**src/rtl/alu_seq.sv**
```systemverilog
// Sequential PIC-style ALU: single-cycle ops plus an optional iterative shift-add multiplier.
// Define ALU_SEQ_MUL_EN to build the MUL state and multiplier; otherwise opcode 14 acts as reserved.
module alu_seq #(
    parameter int WIDTH = 8,
    parameter int HALF  = WIDTH / 2
) (
    input  logic             clk,
    input  logic             rst,
    input  logic             in_valid,
    output logic             in_ready,
    input  logic [3:0]       op,
    input  logic [WIDTH-1:0] op_w,
    input  logic [WIDTH-1:0] op_lf,
    input  logic             c_in,
    input  logic             d,
    input  logic             dest_wr_en,
    input  logic             status_wr_en,
    output logic             out_valid,
    input  logic             out_ready,
    output logic [WIDTH-1:0] result,
    output logic [WIDTH-1:0] result_hi,
    output logic             w_wr_en,
    output logic             f_wr_en,
    output logic             z,
    output logic             dc,
    output logic             c,
    output logic             z_wr_en,
    output logic             dc_wr_en,
    output logic             c_wr_en
);

    localparam int HW = WIDTH / 2;
    localparam logic [3:0] OP_ADD    = 4'd0;
    localparam logic [3:0] OP_AND    = 4'd1;
    localparam logic [3:0] OP_CLR    = 4'd2;
    localparam logic [3:0] OP_COM    = 4'd3;
    localparam logic [3:0] OP_DEC    = 4'd4;
    localparam logic [3:0] OP_INC    = 4'd5;
    localparam logic [3:0] OP_OR     = 4'd6;
    localparam logic [3:0] OP_PASSLF = 4'd7;
    localparam logic [3:0] OP_PASSW  = 4'd8;
    localparam logic [3:0] OP_RLF    = 4'd9;
    localparam logic [3:0] OP_RRF    = 4'd10;
    localparam logic [3:0] OP_SUB    = 4'd11;
    localparam logic [3:0] OP_SWAPF  = 4'd12;
    localparam logic [3:0] OP_XOR    = 4'd13;
`ifdef ALU_SEQ_MUL_EN
    localparam logic [3:0] OP_MUL    = 4'd14;
    localparam int         CW        = $clog2(WIDTH);
`endif

    typedef enum logic [1:0] {
        ST_IDLE = 2'd0,
`ifdef ALU_SEQ_MUL_EN
        ST_MUL  = 2'd1,
`endif
        ST_HOLD = 2'd2
    } state_t;

    typedef struct packed {
        logic [WIDTH-1:0] res;
        logic             z;
        logic             dc;
        logic             c;
        logic             z_we;
        logic             dc_we;
        logic             c_we;
    } alu_res_t;

    function automatic alu_res_t alu_eval(input logic [3:0] f_op, input logic [WIDTH-1:0] w,
                                          input logic [WIDTH-1:0] lf, input logic cin);
        alu_res_t   r;
        logic [WIDTH:0] sum;
        r   = '0;
        sum = {1'b0, w} + {1'b0, lf};
        case (f_op)
            OP_ADD: begin
                r.res = sum[WIDTH-1:0];
                r.c   = sum[WIDTH];
                // a + b overflows the low half exactly when a > ~b
                r.dc  = (w[HALF-1:0] > ~lf[HALF-1:0]);
                r.z_we = 1'b1; r.dc_we = 1'b1; r.c_we = 1'b1;
            end
            OP_AND:    begin r.res = w & lf;            r.z_we = 1'b1; end
            OP_CLR:    begin r.res = '0;                r.z_we = 1'b1; end
            OP_COM:    begin r.res = ~lf;               r.z_we = 1'b1; end
            OP_DEC:    begin r.res = lf - WIDTH'(1);    r.z_we = 1'b1; end
            OP_INC:    begin r.res = lf + WIDTH'(1);    r.z_we = 1'b1; end
            OP_OR:     begin r.res = w | lf;            r.z_we = 1'b1; end
            OP_PASSLF: begin r.res = lf;                r.z_we = 1'b1; end
            OP_PASSW:  begin r.res = w;                 r.z_we = 1'b1; end
            OP_RLF:    begin r.res = {lf[WIDTH-2:0], cin}; r.c = lf[WIDTH-1]; r.c_we = 1'b1; end
            OP_RRF:    begin r.res = {cin, lf[WIDTH-1:1]}; r.c = lf[0];       r.c_we = 1'b1; end
            OP_SUB: begin
                r.res = lf - w;
                r.c   = (lf >= w);
                r.dc  = (lf[HALF-1:0] >= w[HALF-1:0]);
                r.z_we = 1'b1; r.dc_we = 1'b1; r.c_we = 1'b1;
            end
            OP_SWAPF:  r.res = {lf[HW-1:0], lf[WIDTH-1:HW]};
            OP_XOR:    begin r.res = w ^ lf;            r.z_we = 1'b1; end
            default:   r = '0;
        endcase
        r.z = r.z_we & (r.res == '0);
        return r;
    endfunction

    state_t           state, state_nx;
    logic             accept;
    alu_res_t         ev;
    logic [WIDTH-1:0] res_p1;
    logic             z_p1, dc_p1, c_p1;
    logic             z_we_p1, dc_we_p1, c_we_p1, w_we_p1, f_we_p1;

    assign ev = alu_eval(op, op_w, op_lf, c_in);

`ifdef ALU_SEQ_MUL_EN
    logic [WIDTH-1:0]   hi_p1, mcand_p1;
    logic [2*WIDTH-1:0] acc_p1, acc_nx;
    logic [WIDTH:0]     part;
    logic [CW-1:0]      cnt_p1;
    logic               st_p1, mul_last, is_mul;

    // acc holds {partial product, unconsumed multiplier bits}; one bit retired per cycle
    assign part     = {1'b0, acc_p1[2*WIDTH-1:WIDTH]} + (acc_p1[0] ? {1'b0, mcand_p1} : '0);
    assign acc_nx   = {part, acc_p1[WIDTH-1:1]};
    assign mul_last = (cnt_p1 == CW'(WIDTH - 1));
    assign is_mul   = (op == OP_MUL);
    assign result_hi = hi_p1;
`else
    assign result_hi = '0;
`endif

    always_comb begin
        state_nx = state;
        in_ready = 1'b0;
        case (state)
            ST_IDLE: in_ready = 1'b1;
            ST_HOLD: begin
                in_ready = out_ready;
                if (out_ready) state_nx = ST_IDLE;
            end
`ifdef ALU_SEQ_MUL_EN
            ST_MUL:  if (mul_last) state_nx = ST_HOLD;
`endif
            default: state_nx = ST_IDLE;
        endcase
        accept = in_valid & in_ready;
`ifdef ALU_SEQ_MUL_EN
        if (accept) state_nx = is_mul ? ST_MUL : ST_HOLD;
`else
        if (accept) state_nx = ST_HOLD;
`endif
    end

    always_ff @(posedge clk or posedge rst) begin
        if (rst) begin
            state    <= ST_IDLE;
            res_p1   <= '0;
            z_p1     <= 1'b0;
            dc_p1    <= 1'b0;
            c_p1     <= 1'b0;
            z_we_p1  <= 1'b0;
            dc_we_p1 <= 1'b0;
            c_we_p1  <= 1'b0;
            w_we_p1  <= 1'b0;
            f_we_p1  <= 1'b0;
`ifdef ALU_SEQ_MUL_EN
            hi_p1    <= '0;
            mcand_p1 <= '0;
            acc_p1   <= '0;
            cnt_p1   <= '0;
            st_p1    <= 1'b0;
`endif
        end else begin
            state <= state_nx;
            // capture stage: single-cycle results land directly in the output registers
            if (accept) begin
                w_we_p1  <= dest_wr_en & ~d;
                f_we_p1  <= dest_wr_en & d;
                res_p1   <= ev.res;
                z_p1     <= ev.z;
                dc_p1    <= ev.dc;
                c_p1     <= ev.c;
                z_we_p1  <= ev.z_we & status_wr_en;
                dc_we_p1 <= ev.dc_we & status_wr_en;
                c_we_p1  <= ev.c_we & status_wr_en;
`ifdef ALU_SEQ_MUL_EN
                hi_p1    <= '0;
                mcand_p1 <= op_lf;
                acc_p1   <= {{WIDTH{1'b0}}, op_w};
                cnt_p1   <= '0;
                st_p1    <= status_wr_en;
`endif
            end
`ifdef ALU_SEQ_MUL_EN
            else if (state == ST_MUL) begin
                acc_p1 <= acc_nx;
                cnt_p1 <= cnt_p1 + CW'(1);
                if (mul_last) begin
                    res_p1   <= acc_nx[WIDTH-1:0];
                    hi_p1    <= acc_nx[2*WIDTH-1:WIDTH];
                    z_p1     <= (acc_nx == '0);
                    dc_p1    <= 1'b0;
                    c_p1     <= |acc_nx[2*WIDTH-1:WIDTH];
                    z_we_p1  <= st_p1;
                    dc_we_p1 <= 1'b0;
                    c_we_p1  <= st_p1;
                end
            end
`endif
        end
    end

    assign out_valid = (state == ST_HOLD);
    assign result    = res_p1;
    assign z         = z_p1;
    assign dc        = dc_p1;
    assign c         = c_p1;
    assign z_wr_en   = z_we_p1 & out_valid;
    assign dc_wr_en  = dc_we_p1 & out_valid;
    assign c_wr_en   = c_we_p1 & out_valid;
    assign w_wr_en   = w_we_p1 & out_valid;
    assign f_wr_en   = f_we_p1 & out_valid;

endmodule

```
**config.mk**
```make
export PLATFORM = sky130hd
export DESIGN_NAME = alu_seq
export DESIGN_NICKNAME = d
export VERILOG_FILES = /design/src/rtl/alu_seq.sv
export SDC_FILE = /design/constraint.sdc
export NUM_CORES = 1
export LEC_CHECK = 0
export CORE_UTILIZATION = 25
export CTS_BUF_LIST = sky130_fd_sc_hd__clkbuf_4 sky130_fd_sc_hd__clkbuf_8 sky130_fd_sc_hd__clkbuf_16
export CTS_CLUSTER_DIAMETER = 200
export DETAILED_ROUTE_END_ITERATION = 6
export DONT_BUFFER_PORTS = 1
export SYNTH_ARGS = -nofsm -noshare
export SYNTH_HDL_FRONTEND = slang
export SYNTH_SLANG_ARGS = --single-unit
```
**constraint.sdc**
```tcl
create_clock -name clk -period 1.9 [get_ports clk]
set_clock_uncertainty 0.2 [all_clocks]
set_input_delay 0.285 -clock clk [delete_from_list [all_inputs] [get_ports clk]]
set_output_delay 0.285 -clock clk [all_outputs]
set_load 0.02 [all_outputs]
```
# After elaboration in Yosys (flattened, before gate mapping)

Index checks and enable logic that the tools add are counted.
W data, S select, Z words.

Bits of input ports: 28
Bits in registers: 18

Eq/ne operators: 16
Bitwise logic cells: 18
Add/sub/neg operators: 4
Reduce and logical (&&, ||, !) cells: 7
Order comparisons: 3
Mux-type cells: 10

Operator list:

| operator              | number |
|---|---|
| $pmux W8 S13          | 1 |
| $eq A4 B4 Y1 const B  | 6 |
| $eq A4 B3 Y1 const B  | 4 |
| $and A1 B1 Y1         | 12 |
| $reduce_or A11 Y1     | 1 |
| $add A8 B8 Y9         | 1 |
| $add A8 B1 Y8 const B | 1 |
| $and A8 B8 Y8         | 1 |
| $eq A4 B2 Y1 const B  | 2 |
| $ge A8 B8 Y1          | 1 |
| $logic_not A8 Y1      | 1 |
| $not A8 Y8            | 1 |
| $or A8 B8 Y8          | 1 |
| $sub A8 B1 Y8 const B | 1 |
| $sub A8 B8 Y8         | 1 |
| $xor A8 B8 Y8         | 1 |
| $eq A4 B1 Y1 const B  | 1 |
| $ge A4 B4 Y1          | 1 |
| $gt A4 B4 Y1          | 1 |
| $logic_not A4 Y1      | 1 |
| $mux W2               | 2 |
| $not A4 Y4            | 1 |
| $pmux W1 S2           | 2 |
| $pmux W1 S4           | 1 |
| 10 further kinds      | 12 |

# Depth between registers and ports, before layout

Gate-level depths: netlist of run 1.

Depth after elaboration: 5
Mapped depth: 14

# Worst setup path before layout of run 1

OpenSTA, ideal clock, no wires.

Path kind: in2reg
From: input port op[0]
To: register z_p1 (netlist: z)
Stages on the path: 13
Library setup time: 0.092 ns
Data required time: 1.608 ns
Data arrival time: 3.113 ns
Setup slack: -1.505 ns
Cells stage by stage: buf_6 -> buf_2 -> buf_2 -> clkbuf_1 -> nand2_1 -> ha_1 -> a211o_1 -> nand3_1 -> o21ai_0 -> or4_1 -> nor4_2 -> nand2_1 -> o31ai_2

Cells in the longest elaborated chain, start to end: 4
Elaborated cells on any way between the ends: 19
Those cells by class: eq/ne (13); mux (2); bitwise (1); reduce/logical (3)

Ends and longest elaborated chain:

| item                                                     | line    | text |
|---|---|---|
| start: declaration                                       | 11      | `input logic [3:0] op,` |
| $eq A4 B4 Y1, or another cell as far along               | 76      | `case (f_op)` |
| $pmux W8 S13 / $reduce_or A11 Y1 (equally long branches) | -       |  |
| $logic_not A8 Y1 / $mux W1 (equally long branches)       | 104, 76 |  |
| $and A1 B1 Y1 (*)                                        | 104     | `r.z = r.z_we & (r.res == '0);` |
| end signal: assignment                                   | 182     | `z_p1 <= ev.z;` |
| end: declaration                                         | 112     | `logic z_p1, dc_p1, c_p1;` |

Mark *: on every way between the ends. The rest lies on a longest branch, timed or not.
A chain may end at the register's enable or synchronous reset.

# Worst setup path after layout of run 1

From: input port op[1]
To: register z_p1 (netlist: z)

Same word-level chain as after synthesis.

==> impl_metrics.py, run 1 <==
metrics = {
    "run_status": {
        "status": "finished with violations",
        "violations": "setup timing",
    },
    "layout": {
        "syn2layout_area_growth_pct": 40.8,
        "antenna_cells": 0,
        "drive_above_1_share": 0.324,
        "register_area_um2": 425,
        "fin_area_um2": 4300,
        "fillers": 1232,
        "nets": 548,
        "most-common-layout-cells": "buf_4, nand2_1, o21ai_0, inv_1, ha_1",
        "multi_input_area_um2": 2670,
        "layout_commonest_cell": "buf_4",
    },
    "setup_path": {
        "worstPathMaxFanout": 49,
        "worstReg2RegStart": "state[1]",
        "worstPathArrival_ns": 2.59,
        "reg2regPathDepth": 5,
        "startpoint_type": "primary input",
        "crit_path_max_incr_delay_ns": 0.33,
        "reg2reg_to": "z",
        "reg2reg_slack_ns": 0.24,
        "crit_chain": "nor3b_4, nand2_8, buf_4, ha_4, xor2_2, o2bb2ai_1, a222oi_1, nand4b_1, nor4b_2, nand3_1, o31ai_2",
        "cpMaxStageDelayCell": "a222oi_1",
        "cp-end-kind": "register",
        "crit_type": "in2reg",
        "worstPathRequired_ns": 1.85,
    },
    "synthesis": {
        "yosysSeqAreaShare": 0.139,
        "synth_edf_count": 0,
        "syn_area_um2": 3050,
        "synthDistinctLibCells": 66,
        "avgSynthCellArea_um2": 7.56,
        "synth.ff_latch_count": 17,
        "synth_area_leaders": "dfrtp_1, ha_1, o21ai_0",
        "async_flop_share": 1.00,
        "synth_top_area_share": 0.139,
        "synth_top_area_cell": "dfrtp_1",
        "synth-main-ff-cell": "dfrtp_1",
        "synthCells": 404,
        "yosysWarnings": 0,
    },
    "placed_design": {
        "dpl.hpwl_um": 8690,
        "io_buffers": 0,
        "gp_congestion": 0.928,
        "dpl_cell_area_um2": 3900,
    },
    "global_routing": {
        "gr-total-overflow": 0,
        "grt_first_pass_wirelength_um": 17700,
        "grt_start_max_net_pins": 50,
        "antenna_found_initial": 0,
        "grt_pass1_vias": 3250,
        "grt.total_usage": 0.177,
    },
    "routing": {
        "viasPerCell": 5.46,
        "remaining_drc_errors": 0,
        "drt_iter0_markers": 312,
        "antenna_left": 0,
        "wl_um": 11200,
        "post_drt_wl_per_cell_um": 17.8,
        "num_vias": 3452,
        "drtPass1Iterations": 7,
    },
    "worst_hold_path": {
        "worstHoldPathType": "in2reg",
        "hold_depth": 2,
        "hold_path_end": "w_we_p1",
        "hold_start": "dest_wr_en",
    },
    "clocking": {
        "cts-root-buf": "clkbuf_16",
        "tritoncts": "built",
        "clock-sinks": 17,
        "htree_levels": 1,
        "cts_made_buffers": 3,
        "clockBufferDepth": 2,
        "clk_pin_slew_worst_paths_ns": 0.05,
        "clk_latency_ns": 0.24,
    },
    "timing": {
        "fmax_ghz": 0.380,
        "holdWs_ns": 0.0141,
        "setup_violations": 9,
        "finalHoldViolCount": 0,
        "tns_ns": -4.08,
        "slew_headroom": 0.492,
        "finalCriticalPeriod_ns": 2.63,
        "layout_worst_path_cycle_share": 1.39,
        "slew_violations": 0,
        "worst_slack_ns": -0.735,
        "grt_setup_unrepaired": "true",
        "worst_slew_pin_slew_ns": 0.761,
    },
    "floorplan": {
        "core_um2": 12000,
        "die_x_um": 113,
        "rows": 40,
        "dieArea_um2": 12700,
        "dieHeight_um": 113,
        "start_util": 0.255,
        "io_pins": 54,
    },
    "power_and_ir_drop": {
        "ir_worst_vdd_mv": 0.280,
        "p_leak_nw": 1.82,
        "powerDensity_nw_per_um2": 447,
    },
    "job": {
        "maxCapViolations": 0,
    },
}
## registers in the layout (all words and copies together), names as in the netlist
| signal | cells |
|---|---|
| result | 8 |
| c | 1 |
| c_we_p1 | 1 |
| dc | 1 |
| dc_we_p1 | 1 |
| f_we_p1 | 1 |
| state | 1 |
| w_we_p1 | 1 |
| z | 1 |
| z_we_p1 | 1 |
## cell type report
cell class	count	area share
Clock buffer	4	0.0192
Inverter	30	0.0271
Multi-Input combinational cell	331	0.621
Sequential cell	17	0.0990
Tap cell	147	0.0428
Timing Repair Buffer	103	0.191
## cells in the mapped netlist, types with 4 or more instances
| cell | number |
|---|---|
| a21oi_1 | 17 |
| a31oi_1 | 4 |
| buf_2 | 12 |
| o2111ai_1 | 4 |
| dfrtp_1 | 17 |
| a22oi_1 | 7 |
| o211ai_1 | 4 |
| a21o_1 | 6 |
| inv_1 | 30 |
| or4_1 | 4 |
| and2_1 | 7 |
| buf_4 | 8 |
| o21ai_0 | 34 |
| nor2b_1 | 16 |
| o22ai_1 | 6 |
| o21a_1 | 5 |
| nor3_1 | 5 |
| clkbuf_1 | 11 |
| nand3b_1 | 7 |
| nor2_1 | 20 |
| nand2b_1 | 13 |
| a32oi_1 | 4 |
| mux2_2 | 6 |
| xnor2_1 | 7 |
| ha_1 | 31 |
| nand2_1 | 31 |
| a211oi_1 | 12 |
| mux2i_1 | 8 |
| nand3_1 | 9 |
| nor4_1 | 4 |
## how the worst max path moves through the flow
stage / from / to / slack [ns]
floorplan: op[0] / z / -0.89
global placement: op_lf[1] / z / -0.96
detailed placement: op[1] / z / -0.95
finish: op[1] / z / -0.73
CTS: op[3] / z / -0.65
global route: op[1] / z / -0.83
## kinds of logic (layout without fill, tap and decap cells)
logic type	after synthesis	in the layout	synth area share
other	1	8	0.00123
AO/OA/AOI/OAI	131	131	0.292
multiplexers	15	15	0.0557
XOR/XNOR	10	10	0.0287
adder cells (fa/ha/maj)	34	34	0.147
flip-flops	17	17	0.139
buffers and inverters	63	137	0.0946
AND/OR/NAND/NOR	133	133	0.242
## per-stage QoR
step	utilization	instances	power, mW	setup slack, ns
2_1_floorplan	-	411	1.09	-0.887
3_3_place_gp	0.326	616	1.36	-0.962
3_5_place_dp	0.326	616	1.38	-0.954
4_1_cts	0.346	627	1.86	-0.648
5_1_grt	0.359	632	2.05	-0.829
6_report	0.359	632	1.92	-0.735
## power breakdown
part / total [mW] / switching, mW / internal [mW] / leakage, nW
sequential: 0.499 / 0.0857 / 0.414 / 0.216
clock: 0.424 / 0.126 / 0.298 / 0.0416
combinational: 0.999 / 0.489 / 0.510 / 1.56
total: 1.92 / 0.701 / 1.22 / 1.82
## per-layer routing
metal  GRT usage  wire length (um)  up-vias
li1            -                 -     1633
met1       0.251              5260     1645
met2       0.280              4860      154
met3      0.0324               898       20
met4      0.0347               200        0
met5           0                 0        -
## critical path, delay by kind of cell
kind,cells,cell delay [ns]
fa+ha+maj,1,0.30
simple gates,5,1.01
buf+inv,1,0.15
compound gates,3,0.70
xor+xnor,1,0.15
## repair_timing
item | in CTS | in global routing
pin swaps | 11 | 19
hold buffers | 5 | 0
resized for setup | 20 | 23
setup buffers | 3 | 6
endpoints found under the hold margin | 20 | 0
endpoints found under the setup margin | 9 | 9
Power figures use the tool's default switching activity.
==> run 2: changes to the inputs <==
--- a/config.mk
+++ b/config.mk
@@ -5,6 +5,7 @@
 export SDC_FILE = /design/constraint.sdc
 export NUM_CORES = 1
 export LEC_CHECK = 0
+export CORE_MARGIN = 2
 export CORE_UTILIZATION = 25
 export CTS_BUF_LIST = sky130_fd_sc_hd__clkbuf_4 sky130_fd_sc_hd__clkbuf_8 sky130_fd_sc_hd__clkbuf_16
 export CTS_CLUSTER_DIAMETER = 200
==> run 2 against run 1 <==
Effect of this change:
- the flow still finishes with violations (setup timing)
- sequential share of layout area up 0.36 points
- clock power down 4%
- cell count down 1.3%
- setup slack better by 0.15 ns
- hold slack worse by 0.0077 ns
- sequential cell count unchanged
- first-iteration DRC count up 11%
- wire length down 3.7%
- cell area down 3.6%
- die area up 3.6%
- largest power group unchanged
- highest routed layer unchanged
==> impl_metrics.py, run 2 (synthesis gave the netlist of run 1 again) <==
metrics = {
    "run_status": {
        "status": "finished with violations",
        "violations": "setup timing",
    },
    "placed_design": {
        "gp_congestion": 0.996,
        "dp_slack_ns": -1.00,
        "io_buffers": 0,
        "dpl_cell_area_um2": 3870,
        "dpl.hpwl_um": 8510,
    },
    "layout": {
        "layout_commonest_cell": "buf_4",
        "syn2layout_area_growth_pct": 35.8,
        "register_area_um2": 425,
        "drive_above_1_share": 0.304,
        "antenna_cells": 0,
        "fin_area_um2": 4150,
        "most-common-layout-cells": "buf_4, nand2_1, o21ai_0, inv_1, ha_1",
        "multi_input_area_um2": 2600,
        "largest_reg_flops": 8,
        "nets": 540,
        "fillers": 1228,
    },
    "timing": {
        "setup_violations": 9,
        "layout_worst_path_cycle_share": 1.31,
        "fmax_ghz": 0.402,
        "holdWs_ns": 0.00639,
        "grt_setup_unrepaired": "true",
        "finalCriticalPeriod_ns": 2.49,
        "worst_slew_pin_slew_ns": 0.614,
        "slew_violations": 0,
        "finalHoldViolCount": 0,
        "slew_headroom": 0.590,
        "worst_slack_ns": -0.588,
    },
    "setup_path": {
        "setup.worst_path.start": "op[3]",
        "cp-end-kind": "register",
        "worstPathMaxFanout": 29,
        "worstPathRequired_ns": 1.85,
        "worstReg2RegStart": "state[1]",
        "startpoint_type": "primary input",
        "worstPathArrival_ns": 2.44,
        "crit_type": "in2reg",
    },
    "clocking": {
        "tritoncts": "built",
        "clk_latency_ns": 0.24,
        "clk_pin_slew_worst_paths_ns": 0.05,
        "htree_levels": 1,
        "cts-root-buf": "clkbuf_16",
        "clockBufferDepth": 2,
        "cts_made_buffers": 3,
        "clock-sinks": 17,
    },
    "floorplan": {
        "core_um2": 12000,
        "dieHeight_um": 115,
        "dieArea_um2": 13100,
        "start_util": 0.255,
        "die_x_um": 115,
        "rows": 40,
        "io_pins": 54,
    },
    "power_and_ir_drop": {
        "powerDensity_nw_per_um2": 448,
        "internal_power_mw": 1.18,
        "p_switching_mw": 0.683,
        "ir_worst_vdd_mv": 0.282,
        "finalPower_mw": 1.86,
        "p_comb_frac": 0.512,
        "clockPowerShare": 0.219,
        "seqPwrFrac": 0.269,
        "p_leak_nw": 1.78,
        "sw_frac_of_total": 0.368,
    },
    "job": {
        "maxCapViolations": 0,
    },
    "routing": {
        "num_vias": 3310,
        "post_drt_wl_per_cell_um": 17.3,
        "viasPerCell": 5.30,
        "antenna_left": 0,
        "wl_um": 10800,
        "drt_iter0_markers": 347,
        "drtPass1Iterations": 4,
        "remaining_drc_errors": 0,
    },
    "global_routing": {
        "antenna_found_initial": 0,
        "grt_pass1_vias": 3157,
        "grt.total_usage": 0.162,
        "grt_start_max_net_pins": 50,
        "gr-total-overflow": 0,
        "grt_first_pass_wirelength_um": 16900,
    },
    "worst_hold_path": {
        "hold_start": "dest_wr_en",
        "worstHoldPathType": "in2reg",
    },
}
run 2: cell types whose count changed in the layout (fill, tap and decap cells not counted), sizes merged:
cell,previous run,this run
buf,98,93
dlygate4sd3,5,2
clkbuf,4,3
clkinv,0,1
run 2: final cells by class:
class,instances,area share
Multi-Input combinational cell,331,0.628
Inverter,30,0.0287
Sequential cell,17,0.103
Clock inverter,1,0.00121
Tap cell,147,0.0444
Clock buffer,3,0.0181
Timing Repair Buffer,95,0.177
run 2: final timing paths:
path                             end  slack (ns)  depth (start not counted)
max                                z       -0.59                         10
min                          f_we_p1       0.006                          2
max reg2reg                result[7]        0.24                          5
min reg2reg                  z_we_p1        0.29                          2
max in group asynchronous    c_we_p1        0.74                          2
min in group asynchronous  result[0]        0.36                          2
run 2: power groups by stage:
stage | Combinational, mW | Clock [mW] | Sequential [mW]
2_1_floorplan | 0.592 | 0 | 0.495
3_3_place_gp | 0.853 | 0 | 0.504
3_5_place_dp | 0.862 | 0 | 0.506
4_1_cts | 0.904 | 0.415 | 0.500
5_1_grt | 1.04 | 0.433 | 0.506
6_report | 0.952 | 0.407 | 0.500
run 2: repair_timing:
| action | in CTS | in global routing |
|---|---|---|
| pin swaps | 14 | 16 |
| setup endpoints to repair | 9 | 10 |
| hold endpoints to repair | 18 | 0 |
| hold buffers | 2 | 0 |
| resized for setup | 16 | 15 |
| setup buffers | 4 | 5 |
run 2: critical path, stage by stage:
cell	delay, ns
nor3b_4	0.29
nand2_8	0.13
ha_4	0.31
xor2_2	0.16
o2bb2ai_1	0.09
a222oi_1	0.30
nand4b_1	0.20
nor4b_2	0.27
nand3_1	0.15
o31ai_2	0.25
run 2: stage by stage:
| step | TNS (ns) | std cells | util |
|---|---|---|---|
| floorplan | -4.90 | 411 | - |
| detailed placement | -6.86 | 613 | 0.323 |
| global placement | -6.31 | 613 | 0.323 |
| finish | -3.86 | 624 | 0.347 |
| CTS | -3.56 | 622 | 0.340 |
| global route | -4.78 | 624 | 0.347 |
run 2: routing by layer:
metal	global-route usage	wire length [um]	vias to the layer above
li1	-	-	1613
met1	0.242	5200	1558
met2	0.250	4640	131
met3	0.0217	859	8
met4	0.0244	105	0
met5	0	0	-
